--- config.mk ---
export PLATFORM = sky130hd
export DESIGN_NAME = irq_controller_flat
export DESIGN_NICKNAME = d
export VERILOG_FILES = /design/src/rtl/irq_controller_if.sv /design/src/rtl/irq_controller.sv /design/src/flat_wrapper.sv
export SDC_FILE = /design/constraint.sdc
export NUM_CORES = 1
export LEC_CHECK = 0
export ABC_AREA = 1
export CORE_MARGIN = 2
export CORE_UTILIZATION = 46
export CTS_BUF_LIST = sky130_fd_sc_hd__clkbuf_4 sky130_fd_sc_hd__clkbuf_8
export DETAILED_ROUTE_END_ITERATION = 12
export PLACE_DENSITY = 0.83
export SYNTH_ARGS = -nofsm -noshare
export SYNTH_HDL_FRONTEND = slang
export SYNTH_SLANG_ARGS = --single-unit
export TNS_END_PERCENT = 20
--- constraint.sdc ---
create_clock -name clk -period 1.3 [get_ports clk]
set_input_delay 0.26 -clock clk [delete_from_list [all_inputs] [get_ports clk]]
set_output_delay 0.26 -clock clk [all_outputs]
set_load 0.005 [all_outputs]
--- src/rtl/irq_controller_if.sv ---
// Bus bundle between the CPU-side logic and the interrupt controller.
// Signal names match the controller's documented port list.
interface irq_controller_if;
    logic       cpu_en;
    logic [2:0] irq_in;
    logic       enable_we;
    logic [2:0] enable_wdata;
    logic       exceptClear;
    logic       eret_clearSignal;
    logic [2:0] interruptSignal;
    logic [2:0] irq_pending;
    logic [2:0] irq_enable;
    logic       in_service;
    logic [7:0] req_wait_cycles;

    modport master (
        output cpu_en, irq_in, enable_we, enable_wdata, exceptClear, eret_clearSignal,
        input  interruptSignal, irq_pending, irq_enable, in_service, req_wait_cycles
    );

    modport slave (
        input  cpu_en, irq_in, enable_we, enable_wdata, exceptClear, eret_clearSignal,
        output interruptSignal, irq_pending, irq_enable, in_service, req_wait_cycles
    );
endinterface

--- src/rtl/irq_controller.sv ---
// Three-source interrupt controller: synchronizes request lines, latches them
// into a pending register, and hands one fixed-priority grant at a time to the
// CPU (bit 0 highest priority).
//
// state   | meaning
// --------+-----------------------------------------------------------
// IDLE    | no grant outstanding; arbitrate among pending & enabled
// REQUEST | grant presented on interruptSignal, waiting for exceptClear
// SERVICE | CPU inside handler; no nesting until eret
module irq_controller #(
    parameter bit LEVEL_MODE = 1'b0
) (
    input logic             clk,
    input logic             rst,
    irq_controller_if.slave bus
);
    typedef enum logic [1:0] {
        IDLE    = 2'd0,
        REQUEST = 2'd1,
        SERVICE = 2'd2
    } state_t;

    state_t     state;
    state_t     stateNext;
    logic [2:0] syncS1;
    logic [2:0] syncS2;
    logic [2:0] syncS2d;
    logic [2:0] setMask;
    logic [2:0] clearMask;
    logic [2:0] pendReg;
    logic [2:0] enableReg;
    logic [2:0] activeReq;
    logic [2:0] lowestReq;
    logic [2:0] grantReg;
    logic [2:0] grantNext;
    logic [7:0] waitReg;
    logic [7:0] waitNext;
    logic       serviceReg;

    assign bus.interruptSignal = grantReg;
    assign bus.irq_pending     = pendReg;
    assign bus.irq_enable      = enableReg;
    assign bus.in_service      = serviceReg;
    assign bus.req_wait_cycles = waitReg;

    // Two-flop synchronizer plus delayed copy for edge detection; never frozen.
    always_ff @(posedge clk or negedge rst) begin
        if (!rst) begin
            syncS1  <= 3'b000;
            syncS2  <= 3'b000;
            syncS2d <= 3'b000;
        end else begin
            syncS1  <= bus.irq_in;
            syncS2  <= syncS1;
            syncS2d <= syncS2;
        end
    end

    // s2_d resets low, so a line already high at reset release counts as one edge.
    assign setMask   = LEVEL_MODE ? syncS2 : (syncS2 & ~syncS2d);
    assign activeReq = pendReg & enableReg;
    // Isolate the lowest set bit: highest-priority request.
    assign lowestReq = activeReq & (~activeReq + 3'd1);

    // Pending and enable registers; a set on the same edge as a clear wins.
    always_ff @(posedge clk or negedge rst) begin
        if (!rst) begin
            pendReg   <= 3'b000;
            enableReg <= 3'b111;
        end else begin
            pendReg <= (pendReg & ~clearMask) | setMask;
            if (bus.enable_we) begin
                enableReg <= bus.enable_wdata;
            end
        end
    end

    // FSM state, presented grant, wait counter and in-service flag.
    always_ff @(posedge clk or negedge rst) begin
        if (!rst) begin
            state      <= IDLE;
            grantReg   <= 3'b000;
            waitReg    <= 8'd0;
            serviceReg <= 1'b0;
        end else begin
            state      <= stateNext;
            grantReg   <= grantNext;
            waitReg    <= waitNext;
            serviceReg <= (stateNext == SERVICE);
        end
    end

    // Next-state, grant and wait-count logic; everything holds while cpu_en is low.
    always_comb begin
        stateNext = state;
        grantNext = grantReg;
        waitNext  = waitReg;
        clearMask = 3'b000;
        if (bus.cpu_en) begin
            case (state)
                IDLE: begin
                    if (activeReq != 3'b000) begin
                        stateNext = REQUEST;
                        grantNext = lowestReq;
                        waitNext  = 8'd0;
                    end
                end
                REQUEST: begin
                    if (waitReg != 8'hFF) begin
                        waitNext = waitReg + 8'd1;
                    end
                    // Acknowledge takes precedence over a mask withdrawal.
                    if (bus.exceptClear) begin
                        stateNext = SERVICE;
                        grantNext = 3'b000;
                        clearMask = grantReg;
                    end else if ((grantReg & enableReg) == 3'b000) begin
                        stateNext = IDLE;
                        grantNext = 3'b000;
                    end
                end
                SERVICE: begin
                    if (bus.eret_clearSignal) begin
                        stateNext = IDLE;
                    end
                end
                default: begin
                    stateNext = IDLE;
                    grantNext = 3'b000;
                end
            endcase
        end
    end
endmodule

--- src/flat_wrapper.sv ---
// flat-port wrapper written by rule: the top's interface ports become plain ports
module irq_controller_flat 
#(
    parameter bit LEVEL_MODE = 1'b0
)
  (clk, rst, bus_cpu_en, bus_irq_in, bus_enable_we, bus_enable_wdata, bus_exceptClear, bus_eret_clearSignal, bus_interruptSignal, bus_irq_pending, bus_irq_enable, bus_in_service, bus_req_wait_cycles);
  irq_controller_if bus_i ();
  input logic clk;
  input logic rst;
  input wire logic [$bits(bus_i.cpu_en)-1:0] bus_cpu_en;
  input wire logic [$bits(bus_i.irq_in)-1:0] bus_irq_in;
  input wire logic [$bits(bus_i.enable_we)-1:0] bus_enable_we;
  input wire logic [$bits(bus_i.enable_wdata)-1:0] bus_enable_wdata;
  input wire logic [$bits(bus_i.exceptClear)-1:0] bus_exceptClear;
  input wire logic [$bits(bus_i.eret_clearSignal)-1:0] bus_eret_clearSignal;
  output wire logic [$bits(bus_i.interruptSignal)-1:0] bus_interruptSignal;
  output wire logic [$bits(bus_i.irq_pending)-1:0] bus_irq_pending;
  output wire logic [$bits(bus_i.irq_enable)-1:0] bus_irq_enable;
  output wire logic [$bits(bus_i.in_service)-1:0] bus_in_service;
  output wire logic [$bits(bus_i.req_wait_cycles)-1:0] bus_req_wait_cycles;
  assign bus_i.cpu_en = bus_cpu_en;
  assign bus_i.irq_in = bus_irq_in;
  assign bus_i.enable_we = bus_enable_we;
  assign bus_i.enable_wdata = bus_enable_wdata;
  assign bus_i.exceptClear = bus_exceptClear;
  assign bus_i.eret_clearSignal = bus_eret_clearSignal;
  assign bus_interruptSignal = bus_i.interruptSignal;
  assign bus_irq_pending = bus_i.irq_pending;
  assign bus_irq_enable = bus_i.irq_enable;
  assign bus_in_service = bus_i.in_service;
  assign bus_req_wait_cycles = bus_i.req_wait_cycles;
  irq_controller #(.LEVEL_MODE(LEVEL_MODE)) u_core (.clk(clk), .rst(rst), .bus(bus_i));
endmodule
==> flow_metrics.tcl <==
set metrics [dict create \
    outcome "complete, but fails checks" \
    violations "setup timing" \
    grt_pass1_vias 1278 \
    synthMostInstantiatedCell "nand2_1" \
    routed_wl_microns 3940 \
    start_kind "register" \
    io_buffer_count 29 \
    synth_compound_area_share_pct 7.49 \
    crit_chain "buf_6, nand2_4, nand4_1, buf_4, nand3_4, nand2_1, nand2_1" \
    muxShareOfSynthArea_pct 2.50 \
    vias 1370 \
    core.rowCount 19 \
    finalCritPeriodShare_pct 110 \
    max-slew-margin-rel_pct 79.7 \
    r2r_end "u_core.bus.req_wait_cycles[6]$_DFFE_PN0P_" \
    place_hpwl_microns 2260 \
    worstPathArrival_ps 1660 \
    cts.htree.levels 2 \
    final_area_sq_mm 0.00210 \
    final_net_count 241 \
    die_height_microns 58.3 \
    slowest_stage "dfstp_2" \
    p_leak_nw 1.03 \
    worst_slew_pin_slew_ps 304 \
    drt-vias-per-instance 5.27 \
    post_drt_wl_per_cell_microns 15.2 \
    grt_max_degree 18 \
    core-area_sq_mm 0.00278 \
    p_sw_share_pct 29.4 \
    drtPass1Iterations 5 \
    maxCapViolations 0 \
    synth_top_family_by_area "simple AND/OR/NAND/NOR gates" \
    worstSetupStartpoint "u_core.bus.irq_enable[2]$_DFFE_PN1P_" \
    grt_overflow_total 0 \
    synthCells 158 \
    clkTransAtPathRegs_ps 110 \
    synthSimpleGateAreaFrac_pct 28.7 \
    rsz0062_at_grt "true" \
    p_clk_share_pct 31.8 \
    pwr-share-comb_pct 26.8 \
    insertedDiodeCount 0 \
    cp_max_fo 6 \
    synth_edf_count 0 \
    dieArea_sq_mm 0.00339 \
    r2r_setup_slack_ps -130 \
    io_pins 30 \
    hold_violations 0 \
    seqPwrFrac_pct 41.5 \
    root_buffer "clkbuf_4" \
    hold_path_class "in -> async" \
    drt_drc_violations_left 0 \
    synth_xor_area_share_pct 1.29 \
    synth_area_leader_cell "dfrtp_1" \
    yosysSeqAreaShare_pct 53.9 \
    ctsHoldBuffers 0 \
    skew_ps 18.9 \
    area_growth_pct 55.4 \
    fin_crit_ps 1430 \
    r2r-start "u_core.bus.irq_enable[2]$_DFFE_PN1P_" \
    final_antenna_net_count 0 \
    clockBufferDepth 2 \
    start_util_pct 48.7 \
    ys_types 23 \
    yosys-top-cells-count "nand2_1, dfrtp_1, nor2_1, inv_1, nand3_1" \
    place_congestion 0.862 \
    post-place-ws_ps -290 \
    drt_iter0_markers 69 \
    clk_latency_ps 340 \
    numCtsBuffers 5 \
    synthAdderAreaFrac_pct 0.924 \
    hold_ws_ps 225 \
    cts_tree "yes" \
    ir_drop_uv 1410 \
    dieWidth_microns 58.3 \
    syn_nets 171 \
    switching_power_w 0.000739 \
    async_flop_share_pct 100 \
    fillers 172 \
    antenna_found_initial 0 \
    synth_top_area_share_pct 48.1 \
    critPathKind "reg -> reg" \
    power_density_mw_per_mm2 1190 \
    grt_pass1_wl_microns 5800 \
    cp_data_required_time_ps 1530 \
    synth.area.top_cells "dfrtp_1, nand2_1, dfstp_2" \
    cts_sinks 29 \
    setup_viol 16 \
    clock.fmax_mhz 700 \
    drive_above_1_share_pct 36.7 \
    yosys_register_bits 29 \
    ys_warn_count 0 \
    avgSynthCellArea_sq_um 8.57 \
    crit_top_cell "nand2_1" \
    syn_area_sq_mm 0.00135 \
    grtUsageTotal_pct 23.3 \
    finalMaxSlewViolations 0 \
    dpl_cell_area_sq_mm 0.00178 \
    critPathCaptureType "register" \
    worst_slack_ps -128 \
    p_int_w 0.00177 \
    reg2reg_depth 7 \
    synthFlopType "dfrtp_1" \
    critPathMaxStageDelay_ps 550 \
]
[power groups by stage]
stage | logic [W] | clock network, W | registers (W)
after floorplan | 0.000223 | 0 | 0.00106
after global placement | 0.000474 | 0 | 0.00106
after detailed placement | 0.000494 | 0 | 0.00107
after CTS | 0.000559 | 0.000813 | 0.00104
after global routing | 0.000736 | 0.000845 | 0.00105
final | 0.000672 | 0.000798 | 0.00104
[stage by stage]
stage / cells / util (%) / total power (W) / setup TNS (ps)
finish: 260 / 75.6 / 0.00251 / -1040
global route: 260 / 75.6 / 0.00263 / -2080
CTS: 253 / 70.9 / 0.00241 / -903
detailed placement: 231 / 63.9 / 0.00156 / -2850
global placement: 231 / 63.9 / 0.00154 / -2550
floorplan: 158 / - / 0.00129 / 0
[sequential cells by signal, summed over array words and instances (netlist names), 2 cells and up]
register,count
u_core.bus.interruptSignal,3
u_core.bus.irq_enable,3
u_core.bus.irq_pending,3
u_core.bus.req_wait_cycles,8
u_core.state,2
u_core.syncS1,3
u_core.syncS2,3
u_core.syncS2d,3
[layout make-up]
| class | instances | area (sq um) | area share [%] |
|---|---|---|---|
| Clock buffer | 6 | 51.3 | 2.44 |
| Clock inverter | 2 | 37.5 | 1.78 |
| Inverter | 16 | 62.6 | 2.97 |
| Multi-Input combinational cell | 113 | 651 | 30.9 |
| Sequential cell | 29 | 729 | 34.7 |
| Tap cell | 31 | 38.8 | 1.84 |
| Timing Repair Buffer | 63 | 533 | 25.3 |
[worst max-delay path by stage]
| stage | endpoint | slack, ps | cells past startpoint |
|---|---|---|---|
| 2_1_floorplan | u_core.bus.req_wait_cycles[5]$_DFFE_PN0P_ | 30 | 8 |
| 3_3_place_gp | u_core.bus.req_wait_cycles[5]$_DFFE_PN0P_ | -250 | 6 |
| 3_5_place_dp | u_core.bus.req_wait_cycles[1]$_DFFE_PN0P_ | -290 | 6 |
| 4_1_cts | u_core.bus.req_wait_cycles[1]$_DFFE_PN0P_ | -100 | 6 |
| 5_1_grt | u_core.bus.req_wait_cycles[7]$_DFFE_PN0P_ | -210 | 8 |
| 6_report | u_core.bus.req_wait_cycles[6]$_DFFE_PN0P_ | -130 | 7 |
[layout by cell type (no fill, tap or decap), types with 2 or more instances in the layout]
cell             Yosys  final
buf_2                0      4
buf_4                0     29
buf_6                1      7
clkbuf_4             0      5
clkdlybuf4s15_1      0      4
clkdlybuf4s50_1      0     11
dfrtp_1             26     26
dfstp_2              3      3
dlygate4sd2_1        0      7
inv_1               14     14
mux2_2               3      3
nand2_1             56     48
nand2_2              2      7
nand2_4              0      3
nand3_1             10      7
nand3_2              2      3
nand3_4              0      3
nor2_1              15     12
nor2_2               2      4
o21ai_0              8      6
o21ai_1              0      2
o21ai_2              4      4
o21bai_1             2      2
[timing repair]
item                       CTS  global route
setup endpoints to repair   29            21
resized for setup           43            31
gates cloned                 0             1
setup buffers               14             7
pin swaps                    0             7
[worst max-delay path: cells and delay by family (launching register included)]
kind	cells	cell delay [ps]
and+or+nand+nor	5	500
buffers and inverters	2	260
DFF	1	550
[metal layers]
layer,vias up,track usage (%),part of all wire (%)
li1,647,-,-
met1,654,28.3,38
met2,55,39.1,54
met3,14,6.70,5.6
met4,0,8.97,2.3
met5,-,0,0
[cells by family (layout without fill, tap and decap cells)]
logic type | Yosys count | count (layout)
xor gates and xnor gates | 2 | 2
adders and majority gates | 1 | 1
muxes | 3 | 3
buffers and inverters | 17 | 87
AOI/OAI and AO/OA | 15 | 15
and+or+nand+nor | 91 | 92
DFF | 29 | 29
No activity file was read; power rests on OpenSTA's default activity.
